[src/rtl/bram_stream_pkg.sv]
`default_nettype none
// ============================================================================
// Module      : bram_stream_pkg
// Description : Shared types and constants for the BRAM stream reader.
// Revision    : 1.0 - initial release
// ============================================================================
package bram_stream_pkg;

    // Control states of the reader
    typedef enum logic [1:0] {
        IDLE  = 2'd0,
        READ  = 2'd1,
        DRAIN = 2'd2,
        DONE  = 2'd3
    } state_e;

    // Output buffer depth: one slot for the word being presented plus one
    // slot to absorb the word already in flight from the BRAM.
    localparam int c_fifo_depth = 2;

endpackage : bram_stream_pkg
`default_nettype wire

[src/rtl/bram_stream_reader_skid_fifo2.sv]
`default_nettype none
// ============================================================================
// Module      : skid_fifo2
// Description : 2-entry synchronous FIFO with push/pop/full/empty. A push
//               into a full FIFO is accepted only when a pop happens in the
//               same cycle, so the entry count stays unchanged.
// Revision    : 1.0 - initial release
// ============================================================================
module skid_fifo2
    import bram_stream_pkg::*;
#(
    parameter int WIDTH = 17
) (
    input  logic             clk,
    input  logic             rst,
    input  logic             i_push,
    input  logic [WIDTH-1:0] i_push_data,
    input  logic             i_pop,
    output logic [WIDTH-1:0] o_pop_data,
    output logic             o_full,
    output logic             o_empty,
    output logic [1:0]       o_count
);

    logic [WIDTH-1:0] mem_q [c_fifo_depth];
    logic [WIDTH-1:0] mem_d [c_fifo_depth];
    logic             wr_ptr_q, wr_ptr_d;
    logic             rd_ptr_q, rd_ptr_d;
    logic [1:0]       count_q,  count_d;
    logic             w_do_push;
    logic             w_do_pop;

    // Next-state for storage, pointers and occupancy
    always_comb begin
        w_do_pop  = i_pop && (count_q != 2'd0);
        w_do_push = i_push && ((count_q != 2'd2) || w_do_pop);
        mem_d     = mem_q;
        wr_ptr_d  = wr_ptr_q;
        rd_ptr_d  = rd_ptr_q;
        count_d   = count_q;
        if (w_do_push) begin
            mem_d[wr_ptr_q] = i_push_data;
            wr_ptr_d        = ~wr_ptr_q;
        end
        if (w_do_pop) begin
            rd_ptr_d = ~rd_ptr_q;
        end
        case ({w_do_push, w_do_pop})
            2'b10:   count_d = count_q + 2'd1;
            2'b01:   count_d = count_q - 2'd1;
            default: count_d = count_q;
        endcase
    end

    // Storage and pointer registers; reset clears data so the head reads 0
    always_ff @(posedge clk) begin
        if (rst) begin
            mem_q    <= '{default: '0};
            wr_ptr_q <= 1'b0;
            rd_ptr_q <= 1'b0;
            count_q  <= 2'd0;
        end else begin
            mem_q    <= mem_d;
            wr_ptr_q <= wr_ptr_d;
            rd_ptr_q <= rd_ptr_d;
            count_q  <= count_d;
        end
    end

    assign o_pop_data = mem_q[rd_ptr_q];
    assign o_full     = (count_q == 2'd2);
    assign o_empty    = (count_q == 2'd0);
    assign o_count    = count_q;

endmodule : skid_fifo2
`default_nettype wire

[src/rtl/bram_stream_reader.sv]
`default_nettype none
// ============================================================================
// Module      : bram_stream_reader
// Description : Reads a (start, length) run of words from a single-port
//               synchronous BRAM and emits them as a valid/ready stream with
//               a last flag. A 2-entry buffer plus a credit check absorbs the
//               BRAM's 1-cycle read latency under backpressure.
// Revision    : 1.0 - initial release
// ============================================================================
module bram_stream_reader
    import bram_stream_pkg::*;
#(
    parameter int ADDR_WIDTH = 8,
    parameter int DATA_WIDTH = 16
) (
    input  logic                  clk,
    input  logic                  rst,
    input  logic                  cmd_valid,
    output logic                  cmd_ready,
    input  logic [ADDR_WIDTH-1:0] cmd_start_addr,
    input  logic [ADDR_WIDTH:0]   cmd_len,
    output logic [ADDR_WIDTH-1:0] mem_addr,
    output logic                  mem_write_en,
    output logic [DATA_WIDTH-1:0] mem_data_in,
    input  logic [DATA_WIDTH-1:0] mem_data_out,
    output logic                  out_valid,
    input  logic                  out_ready,
    output logic [DATA_WIDTH-1:0] out_data,
    output logic                  out_last,
    output logic                  busy,
    output logic                  done
);

    typedef struct packed {
        logic [DATA_WIDTH-1:0] data;
        logic                  last;
    } entry_t;

    localparam logic [ADDR_WIDTH-1:0] c_addr_one = ADDR_WIDTH'(1);
    localparam logic [ADDR_WIDTH:0]   c_rem_one  = (ADDR_WIDTH + 1)'(1);

    state_e                state_q,         state_d;
    logic [ADDR_WIDTH-1:0] addr_q,          addr_d;
    logic [ADDR_WIDTH:0]   remaining_q,     remaining_d;
    logic                  inflight_q,      inflight_d;
    logic                  inflight_last_q, inflight_last_d;

    logic                  w_issue;
    logic                  w_pop;
    logic                  w_credit_ok;
    logic [2:0]            w_occupied;
    logic                  w_fifo_full;
    logic                  w_fifo_empty;
    logic [1:0]            w_fifo_count;
    entry_t                w_push_entry;
    entry_t                w_head_entry;

    // The word returning from the BRAM this cycle carries the last flag
    // captured when its read was issued.
    assign w_push_entry = {mem_data_out, inflight_last_q};

    skid_fifo2 #(
        .WIDTH ($bits(entry_t))
    ) u_fifo (
        .clk         (clk),
        .rst         (rst),
        .i_push      (inflight_q),
        .i_push_data (w_push_entry),
        .i_pop       (w_pop),
        .o_pop_data  (w_head_entry),
        .o_full      (w_fifo_full),
        .o_empty     (w_fifo_empty),
        .o_count     (w_fifo_count)
    );

    // Issue decision and FSM next-state. The credit check counts buffered
    // words plus the read in flight, less the word leaving this cycle, so a
    // steady consumer sees one word per cycle with no bubbles while the
    // buffer can never be pushed past two entries.
    always_comb begin
        w_pop           = !w_fifo_empty && out_ready;
        w_occupied      = {1'b0, w_fifo_count} + {2'b00, inflight_q} - {2'b00, w_pop};
        w_credit_ok     = (w_occupied < 3'd2);
        w_issue         = (state_q == READ) && (remaining_q != '0) && w_credit_ok;

        state_d         = state_q;
        addr_d          = addr_q;
        remaining_d     = remaining_q;
        inflight_d      = w_issue;
        inflight_last_d = w_issue && (remaining_q == c_rem_one);

        case (state_q)
            IDLE: begin
                if (cmd_valid) begin
                    if (cmd_len == '0) begin
                        state_d = DONE;
                    end else begin
                        addr_d      = cmd_start_addr;
                        remaining_d = cmd_len;
                        state_d     = READ;
                    end
                end
            end
            READ: begin
                if (w_issue) begin
                    remaining_d = remaining_q - c_rem_one;
                    if (remaining_q == c_rem_one) begin
                        // Final read: hold the address, nothing more to fetch
                        state_d = DRAIN;
                    end else begin
                        addr_d = addr_q + c_addr_one;
                    end
                end
            end
            DRAIN: begin
                // Finish at the edge where the last buffered word leaves
                if (!inflight_q &&
                    (w_fifo_empty || ((w_fifo_count == 2'd1) && w_pop))) begin
                    state_d = DONE;
                end
            end
            DONE: begin
                state_d = IDLE;
            end
            default: begin
                state_d = IDLE;
            end
        endcase
    end

    // Control registers; reset aborts any command and drops the read in flight
    always_ff @(posedge clk) begin
        if (rst) begin
            state_q         <= IDLE;
            addr_q          <= '0;
            remaining_q     <= '0;
            inflight_q      <= 1'b0;
            inflight_last_q <= 1'b0;
        end else begin
            state_q         <= state_d;
            addr_q          <= addr_d;
            remaining_q     <= remaining_d;
            inflight_q      <= inflight_d;
            inflight_last_q <= inflight_last_d;
        end
    end

    assign mem_addr     = addr_q;
    assign mem_write_en = 1'b0;
    assign mem_data_in  = '0;
    assign out_valid    = !w_fifo_empty;
    assign out_data     = w_head_entry.data;
    assign out_last     = w_head_entry.last;
    assign cmd_ready    = (state_q == IDLE);
    assign busy         = (state_q != IDLE);
    assign done         = (state_q == DONE);

    a_no_overflow: assert property (@(posedge clk) disable iff (rst)
        !(inflight_q && w_fifo_full && !w_pop));

endmodule : bram_stream_reader
`default_nettype wire
[config.mk]
export PLATFORM = sky130hd
export DESIGN_NAME = bram_stream_reader
export DESIGN_NICKNAME = d
export VERILOG_FILES = /design/src/rtl/bram_stream_pkg.sv /design/src/rtl/bram_stream_reader_skid_fifo2.sv /design/src/rtl/bram_stream_reader.sv
export SDC_FILE = /design/constraint.sdc
export NUM_CORES = 1
export LEC_CHECK = 0
export CORE_UTILIZATION = 46
export DETAILED_ROUTE_END_ITERATION = 10
export GPL_TIMING_DRIVEN = 0
export PLACE_DENSITY = 0.83
export SLEW_MARGIN = 20
export SYNTH_ARGS = -nofsm -noshare
export SYNTH_HDL_FRONTEND = slang
export SYNTH_SLANG_ARGS = --single-unit
[constraint.sdc]
create_clock -name clk -period 5.37 [get_ports clk]
set_input_delay 0.8055 -clock clk [delete_from_list [all_inputs] [get_ports clk]]
set_output_delay 0.8055 -clock clk [all_outputs]
set_load 0.01 [all_outputs]
==> impl_metrics.yaml, run 1 <==
timing:
  grt_setup_unrepaired: "no"
  setup-violations-final: 0
  period_minus_slack_ns: 3.79
  fin_setup_tns_ns: 0
  slew_viol_final: 0
  fin_crit_sh_pct: 70.6
  max_freq_ghz: 0.264
  skew_ns: 0.00771
  maxSlewHeadroom_pct: 53.3
  worstMarginPinSlew_ns: 0.696
  hold_viol_final: 0
floorplanning:
  die-area_sq_um: 7320
  die_w_um: 85.6
  rows: 30
  start_util_pct: 47.5
  dieHeight_um: 85.6
  core_sq_um: 6760
  ios: 83
clock_network:
  cts_buffers: 9
  cts_resized: 0
  cts_sinks: 59
  clkTransAtPathRegs_ns: 0.07
  clk_path_buf_depth: 2
  clockRootBuffer: "clkbuf_8"
  clk_latency_ns: 0.34
  cts_hold_buffers: 0
  cts_tree: "yes"
  post_cts_buffers: 0
  ctsHtreeMaxLevel: 3
routing:
  first_pass_iters: 4
  route.detailed.drc: 0
  wirelength_mm: 8.24
  num_vias: 3028
  antenna_left: 0
  drt_iter0_markers: 268
  wl_per_cell_um: 15.0
  via_per_inst: 5.51
global_route:
  met2_usage_pct: 38.6
  antenna_found_initial: 0
  grt_pass1_vias: 2982
  grtUsageTotal_pct: 23.6
  grt_overflow: 0
  grt_max_degree: 11
  use_met1_pct: 30.5
  grt_most_used_layer: "met2"
  met3_usage_pct: 3.85
  grt_pass1_wl_mm: 13.7
finish:
  nNetsFinal: 517
  final_cell_mix: "clkdlybuf4s50_1 (65), dfxtp_1 (59), nand2_1 (48)"
  area_delta_synth_final_pct: 32.3
  post-route-util_pct: 62.9
  layout.cells.most_common: "clkdlybuf4s50_1"
  drive_gt1_share_pct: 13.6
  antennaDiodeCount: 0
  nFillCells: 587
place:
  routabilityCongestion: 0.894
  port_buffers: 65
  dp_hpwl_mm: 5.94
synth:
  synth.distinct_cells: 54
  yosysSeqAreaShare_pct: 36.8
  yosysWarnings: 0
  synth_xor_xnor_area_share_pct: 1.36
  synth_fa_ha_area_share_pct: 5.69
  netlist.area_leader.share_pct: 36.8
  yosys_most_used_dff: "dfxtp_1"
  synth-async-reset-ratio_pct: 0
  synth_top_family_by_area: "simple AND/OR/NAND/NOR gates"
  avgSynthCellArea_sq_um: 8.59
  synth-compound-area-share_pct: 17.6
  synth_edf_count: 0
  post_synth_mux_area_share_pct: 12.5
  synth_top_area_cell: "dfxtp_1"
  syn-cell-area_sq_um: 3210
  synth_simple_gate_area_share_pct: 17.9
  synth-seq-cells: 59
  synthTopCellsByArea: "dfxtp_1 (37%), mux2i_1 (6.5%), mux2_2 (6.0%)"
  postSynthCellCount: 374
critical_path:
  end_kind: "flip-flop"
  critPathArrivalTime_ns: 4.04
  path_max_fanout: 7
  cp.required_ns: 5.62
  crit_path_start_kind: "input pin"
  critPathKind: "in2reg"
run_status:
  outcome: "complete, no violations"
hold_path:
  worst_hold_path_type: "reg2reg"
run:
  maxCapViolations: 0
pwr:
  ir_drop_uv: 219
  power_density_nw_per_um2: 486
  p_leak_nw: 1.63
-- metal layers --
metal	share of wire, %	routed length, um	vias up
met2	48	3930	124
met1	45	3700	1407
met4	2.0	166	0
met3	5.4	444	15
met5	0	0	-
li1	-	-	1482
-- area by class of cell --
| class | instances | area (sq um) | area share, % |
|---|---|---|---|
| repair buffers | 65 | 651 | 15.3 |
| multi-input cells | 280 | 1830 | 43.2 |
| clock buffers | 11 | 151 | 3.56 |
| flip-flops and latches | 59 | 1180 | 27.8 |
| well taps | 80 | 100 | 2.36 |
| plain buffers | 37 | 205 | 4.83 |
| inverters | 14 | 52.6 | 1.24 |
| clock inverters | 4 | 73.8 | 1.74 |
-- cells in the mapped netlist (4+ instances only) --
master,n
mux2_2,17
buf_4,17
nor2_1,35
a21oi_1,33
o311ai_0,7
or2_2,4
dfxtp_1,59
nor3_1,10
o21ai_0,5
mux2i_1,21
nand2_1,48
o31ai_1,11
ha_1,13
inv_1,13
and3_1,4
clkbuf_1,18
nor2b_1,4
-- flip-flops by register name (all words and copies together), names as in the netlist --
name	flops
u_fifo.mem_q	34
remaining_q	9
mem_addr	8
state_q	2
u_fifo.o_count	2
inflight_last_q	1
inflight_q	1
u_fifo.rd_ptr_q	1
u_fifo.wr_ptr_q	1
-- worst paths after layout --
check	start	to	slack, ns	cells past startpoint
worst min register to register	u_fifo.mem_q[6]	u_fifo.mem_q[6]	0.46	2
worst min-delay path	u_fifo.mem_q[6]	u_fifo.mem_q[6]	0.46	2
worst max register to register	u_fifo.o_count[1]	remaining_q[6]	1.78	11
worst max-delay path	out_ready	remaining_q[6]	1.58	10
-- cells by family after synthesis --
logic type / count (synthesis)
and+or+nand+nor: 121
AOI/OAI and AO/OA: 85
DFF: 59
buffers and inverters: 51
muxes: 38
adders and majority gates: 14
xor gates and xnor gates: 5
other: 1
-- report_power, final --
group | total (mW) | internal [mW] | switching (mW)
registers | 0.625 | 0.531 | 0.0934
logic | 0.974 | 0.428 | 0.546
clock network | 0.464 | 0.284 | 0.180
-- stage by stage --
step	setup WS (ns)	cells	hold slack, ns	cell area (sq um)	total power [mW]
after floorplan	2.11	390	0.432	3270	1.28
after global placement	1.40	535	0.438	4020	1.56
after detailed placement	1.33	535	0.447	4020	1.58
after CTS	1.66	550	0.457	4250	2.05
after global routing	1.33	550	0.479	4250	2.19
final	1.58	550	0.458	4250	2.06
-- critical path, stage by stage --
cell             delay [ns]
clkdlybuf4s50_1        0.47
nor2b_1                0.34
ha_1                   0.29
nand2b_1               0.16
fa_1                   0.48
nand2_1                0.06
or2_2                  0.34
o21ai_0                0.43
nand2_1                0.32
o32ai_1                0.33
Power figures use the tool's default switching activity.
==> run 2, diff against run 1 <==
CORE_UTILIZATION = 44   (was 46)
clock period = 3.4 ns   (was 5.37 ns; I/O delays follow)
==> impl_metrics.yaml, run 2 (synthesis results as in run 1) <==
clock_network:
  clockRootBuffer: "clkbuf_8"
  cts_tree: "yes"
  cts_sinks: 59
  ctsHtreeMaxLevel: 3
  clk_latency_ns: 0.34
  cts_buffers: 9
  clk_path_buf_depth: 2
  clkTransAtPathRegs_ns: 0.08
finish:
  largest_reg_flops: 34
  final_cell_mix: "clkdlybuf4s50_1 (65), dfxtp_1 (58), nand2_1 (48)"
  layout.cells.most_common: "clkdlybuf4s50_1"
  area_delta_synth_final_pct: 32.5
  top_register: "u_fifo.mem_q"
  drive_gt1_share_pct: 14.0
  nNetsFinal: 517
  final_area_sq_um: 4260
  antennaDiodeCount: 0
critical_path:
  path_delay_family: "adder cells"
  crit_path_start_kind: "flip-flop"
  critPathSlowestCell: "fa_1"
  cp.required_ns: 3.60
  path_max_fanout: 10
  critPathKind: "reg2reg"
  worst_path_largest_cell_delay_ns: 0.48
  end_kind: "flip-flop"
  path_cells: "inv_1 > ha_1 > nor2b_4 > ha_1 > nand2b_1 > fa_1 > nand2_1 > or2_2 > o21a_1 > clkbuf_4 > o311ai_1 > o31ai_1"
  critPathArrivalTime_ns: 3.45
  crit_buf_inv: 2
  crit_path_frequent_cell: "ha_1"
global_route:
  antenna_found_initial: 0
  grtUsageTotal_pct: 22.5
  grt_max_degree: 11
  grt_pass1_wl_mm: 13.3
  grt_overflow: 0
  grt_pass1_vias: 2835
timing:
  setup-violations-final: 0
  slew_viol_final: 0
  worstMarginPinSlew_ns: 0.696
  grt_setup_unrepaired: "no"
  fin_crit_sh_pct: 95.6
  period_minus_slack_ns: 3.25
  maxSlewHeadroom_pct: 53.2
  layout_setup_ws_ns: 0.151
  hold_viol_final: 0
  fin_setup_tns_ns: 0
  skew_ns: 0.0159
  max_freq_ghz: 0.308
pwr:
  ir_drop_uv: 446
  power_density_nw_per_um2: 750
  p_leak_nw: 1.61
  total_power_mw: 3.19
place:
  place_ws_ns: -0.337
  port_buffers: 65
  postPlaceCellArea_sq_um: 4040
  dp_hpwl_mm: 5.98
  routabilityCongestion: 0.924
floorplanning:
  rows: 30
  dieHeight_um: 87.4
  core_sq_um: 6910
  ios: 83
  start_util_pct: 46.5
  die-area_sq_um: 7640
  die_w_um: 87.4
routing:
  drt_iter0_markers: 340
  first_pass_iters: 5
  via_per_inst: 5.38
  antenna_left: 0
  num_vias: 3053
  wirelength_mm: 8.27
  wl_per_cell_um: 14.6
  route.detailed.drc: 0
hold_path:
  worst_hold_path_type: "reg2reg"
run:
  maxCapViolations: 0
run_status:
  outcome: "complete, no violations"
-- run 2: worst reg2reg max path: stages (launching register included) --
cell and delay (ns):
dfxtp_1 0.39, inv_1 0.11, ha_1 0.26, nor2b_4 0.18, ha_1 0.24, nand2b_1 0.15, fa_1 0.48, nand2_1 0.06
or2_2 0.33, o21a_1 0.28, clkbuf_4 0.24, o311ai_1 0.28, o31ai_1 0.11
-- run 2: what timing repair did --
action	in CTS	in global routing
hold endpoints to repair	0	0
resized for setup	1	8
hold buffers	0	0
buffers inserted	0	0
pin swaps	0	0
endpoints found under the setup margin	5	15
-- run 2: final cells by class --
type                       instances  area [sq um]
multi-input combinational        280          1850
clock buffer                      12           145
fill                             607          2650
clock inverter                     4          50.0
timing repair buffer              65           651
buffer                            37           208
sequential                        59          1180
tap                               96           120
inverter                          14          52.6
-- run 2: path summary, 6_finish.rpt --
| check | start | to | slack (ns) | cells past startpoint |
|---|---|---|---|---|
| max | u_fifo.o_count[0] | remaining_q[8] | 0.15 | 12 |
| min | u_fifo.mem_q[4] | u_fifo.mem_q[4] | 0.46 | 2 |
| max reg2reg | u_fifo.o_count[0] | remaining_q[8] | 0.15 | 12 |
| min reg2reg | u_fifo.mem_q[4] | u_fifo.mem_q[4] | 0.46 | 2 |
-- run 2: stage by stage --
| step | instances | hold WS (ns) | utilization (%) |
|---|---|---|---|
| floorplan | 390 | 0.432 | - |
| global route | 567 | 0.474 | 61.6 |
| global placement | 551 | 0.438 | 58.5 |
| detailed placement | 551 | 0.447 | 58.5 |
| CTS | 567 | 0.456 | 61.4 |
| finish | 567 | 0.455 | 61.6 |
-- run 2: metal layers --
metal	share of wire [%]	GRT usage [%]
met1	45	29.0
met2	47	36.5
met3	7.0	5.21
met4	1.9	8.20
met5	0	0
-- run 2: where the power goes --
part           internal (mW)  switching, mW
combinational          0.685          0.877
clock                  0.358          0.286
sequential             0.840          0.148
==> run 3, diff against run 2 <==
CELL_PAD_IN_SITES_DETAIL_PLACEMENT = 1   (was unset)
CELL_PAD_IN_SITES_GLOBAL_PLACEMENT = 2   (was unset)
CORE_UTILIZATION = 26   (was 44)
PLACE_DENSITY = 0.84   (was 0.83)
==> impl_metrics.yaml, run 3 (synthesis results as in run 1) <==
clock_network:
  cts_hold_buffers: 0
  clkTransAtPathRegs_ns: 0.06
  cts_buffers: 9
  clockRootBuffer: "clkbuf_16"
  post_cts_buffers: 0
  ctsHtreeMaxLevel: 3
  clk_path_buf_depth: 2
  cts_sinks: 59
  clk_latency_ns: 0.33
  cts_tree: "yes"
global_route:
  grt_overflow: 0
  grtUsageTotal_pct: 16.5
  grt_pass1_vias: 3263
  grt_pass1_wl_mm: 16.4
  grt_max_degree: 12
  antenna_found_initial: 0
routing:
  via_per_inst: 4.88
  wl_per_cell_um: 16.4
  wirelength_mm: 10.1
  antenna_left: 0
  first_pass_iters: 4
  drt_iter0_markers: 123
  route.detailed.drc: 0
  num_vias: 3016
finish:
  post-route-util_pct: 37.2
  nNetsFinal: 517
  drive_gt1_share_pct: 15.1
  layout.cells.most_common: "clkdlybuf4s50_1"
  area_delta_synth_final_pct: 39.0
  top_register: "u_fifo.mem_q"
  largest_reg_flops: 34
  antennaDiodeCount: 0
  final_cell_mix: "clkdlybuf4s50_1 (65), dfxtp_1 (58), nand2_1 (48)"
critical_path:
  cp.required_ns: 3.60
  critPathKind: "in2reg"
  path_max_fanout: 10
  critPathArrivalTime_ns: 3.42
  end_kind: "flip-flop"
  crit_path_start_kind: "input pin"
timing:
  setup-violations-final: 0
  grt_setup_unrepaired: "no"
  skew_ns: 0.00552
  period_minus_slack_ns: 3.22
  max_freq_ghz: 0.311
  maxSlewHeadroom_pct: 55.7
  worstMarginPinSlew_ns: 0.663
  hold_viol_final: 0
  slew_viol_final: 0
  fin_crit_sh_pct: 94.7
place:
  dp_hpwl_mm: 7.39
  routabilityCongestion: 0.840
  port_buffers: 65
pwr:
  total_power_mw: 3.61
  power_density_nw_per_um2: 808
  ir_drop_uv: 344
  p_leak_nw: 1.67
floorplanning:
  dieHeight_um: 113
  core_sq_um: 12000
  rows: 40
  die-area_sq_um: 12800
  ios: 83
  start_util_pct: 26.7
  die_w_um: 113
run_status:
  outcome: "complete, no violations"
run:
  maxCapViolations: 0
hold_path:
  worst_hold_path_type: "reg2reg"
[run 3: power breakdown]
group | switching, mW | internal [mW]
sequential | 0.154 | 0.841
combinational | 0.920 | 0.692
clock | 0.338 | 0.661
[run 3: stage by stage]
stage	instances	setup TNS [ns]	cell area (sq um)	hold WS, ns	setup slack [ns]
2_1_floorplan	390	0	3270	0.432	0.280
3_3_place_gp	602	-4.36	4110	0.439	-0.369
3_5_place_dp	602	-6.01	4110	0.443	-0.442
4_1_cts	618	0	4440	0.452	0.0438
5_1_grt	618	0	4460	0.474	0.0489
6_report	618	0	4460	0.452	0.180
[run 3: layer usage]
| layer | vias up | share of wire (%) | global-route usage [%] |
|---|---|---|---|
| li1 | 1474 | - | - |
| met1 | 1455 | 43 | 19.3 |
| met2 | 69 | 50 | 29.0 |
| met3 | 18 | 4.8 | 3.80 |
| met4 | 0 | 2.0 | 6.32 |
| met5 | - | 0 | 0 |
[run 3: final cells by class]
cell class / count / area, sq um
plain buffers: 37 / 208
inverters: 14 / 52.6
clock inverters: 6 / 88.8
flip-flops and latches: 59 / 1180
fillers: 1430 / 7550
clock buffers: 10 / 239
multi-input cells: 280 / 1860
well taps: 147 / 184
repair buffers: 65 / 651
[run 3: worst max-delay path: stages]
cell and delay [ns]:
clkdlybuf4s50_1 0.49, nor2b_4 0.21, ha_1 0.25, nand2b_1 0.15
fa_1 0.49, nand2_1 0.07, or2_2 0.34, o21a_2 0.28
clkbuf_4 0.22, o311ai_1 0.30, o31ai_1 0.11
[run 3: what timing repair did]
item                                    in CTS  in global routing
resized for setup                            4                  8
endpoints found under the setup margin      15                  4
pin swaps                                    0                  0
[run 3: worst paths after layout]
path	start	endpoint	slack, ns	depth (start not counted)
max reg2reg	u_fifo.o_count[0]	remaining_q[8]	0.19	12
max	out_ready	remaining_q[8]	0.18	11
min reg2reg	u_fifo.mem_q[2]	u_fifo.mem_q[2]	0.45	2
min	u_fifo.mem_q[2]	u_fifo.mem_q[2]	0.45	2
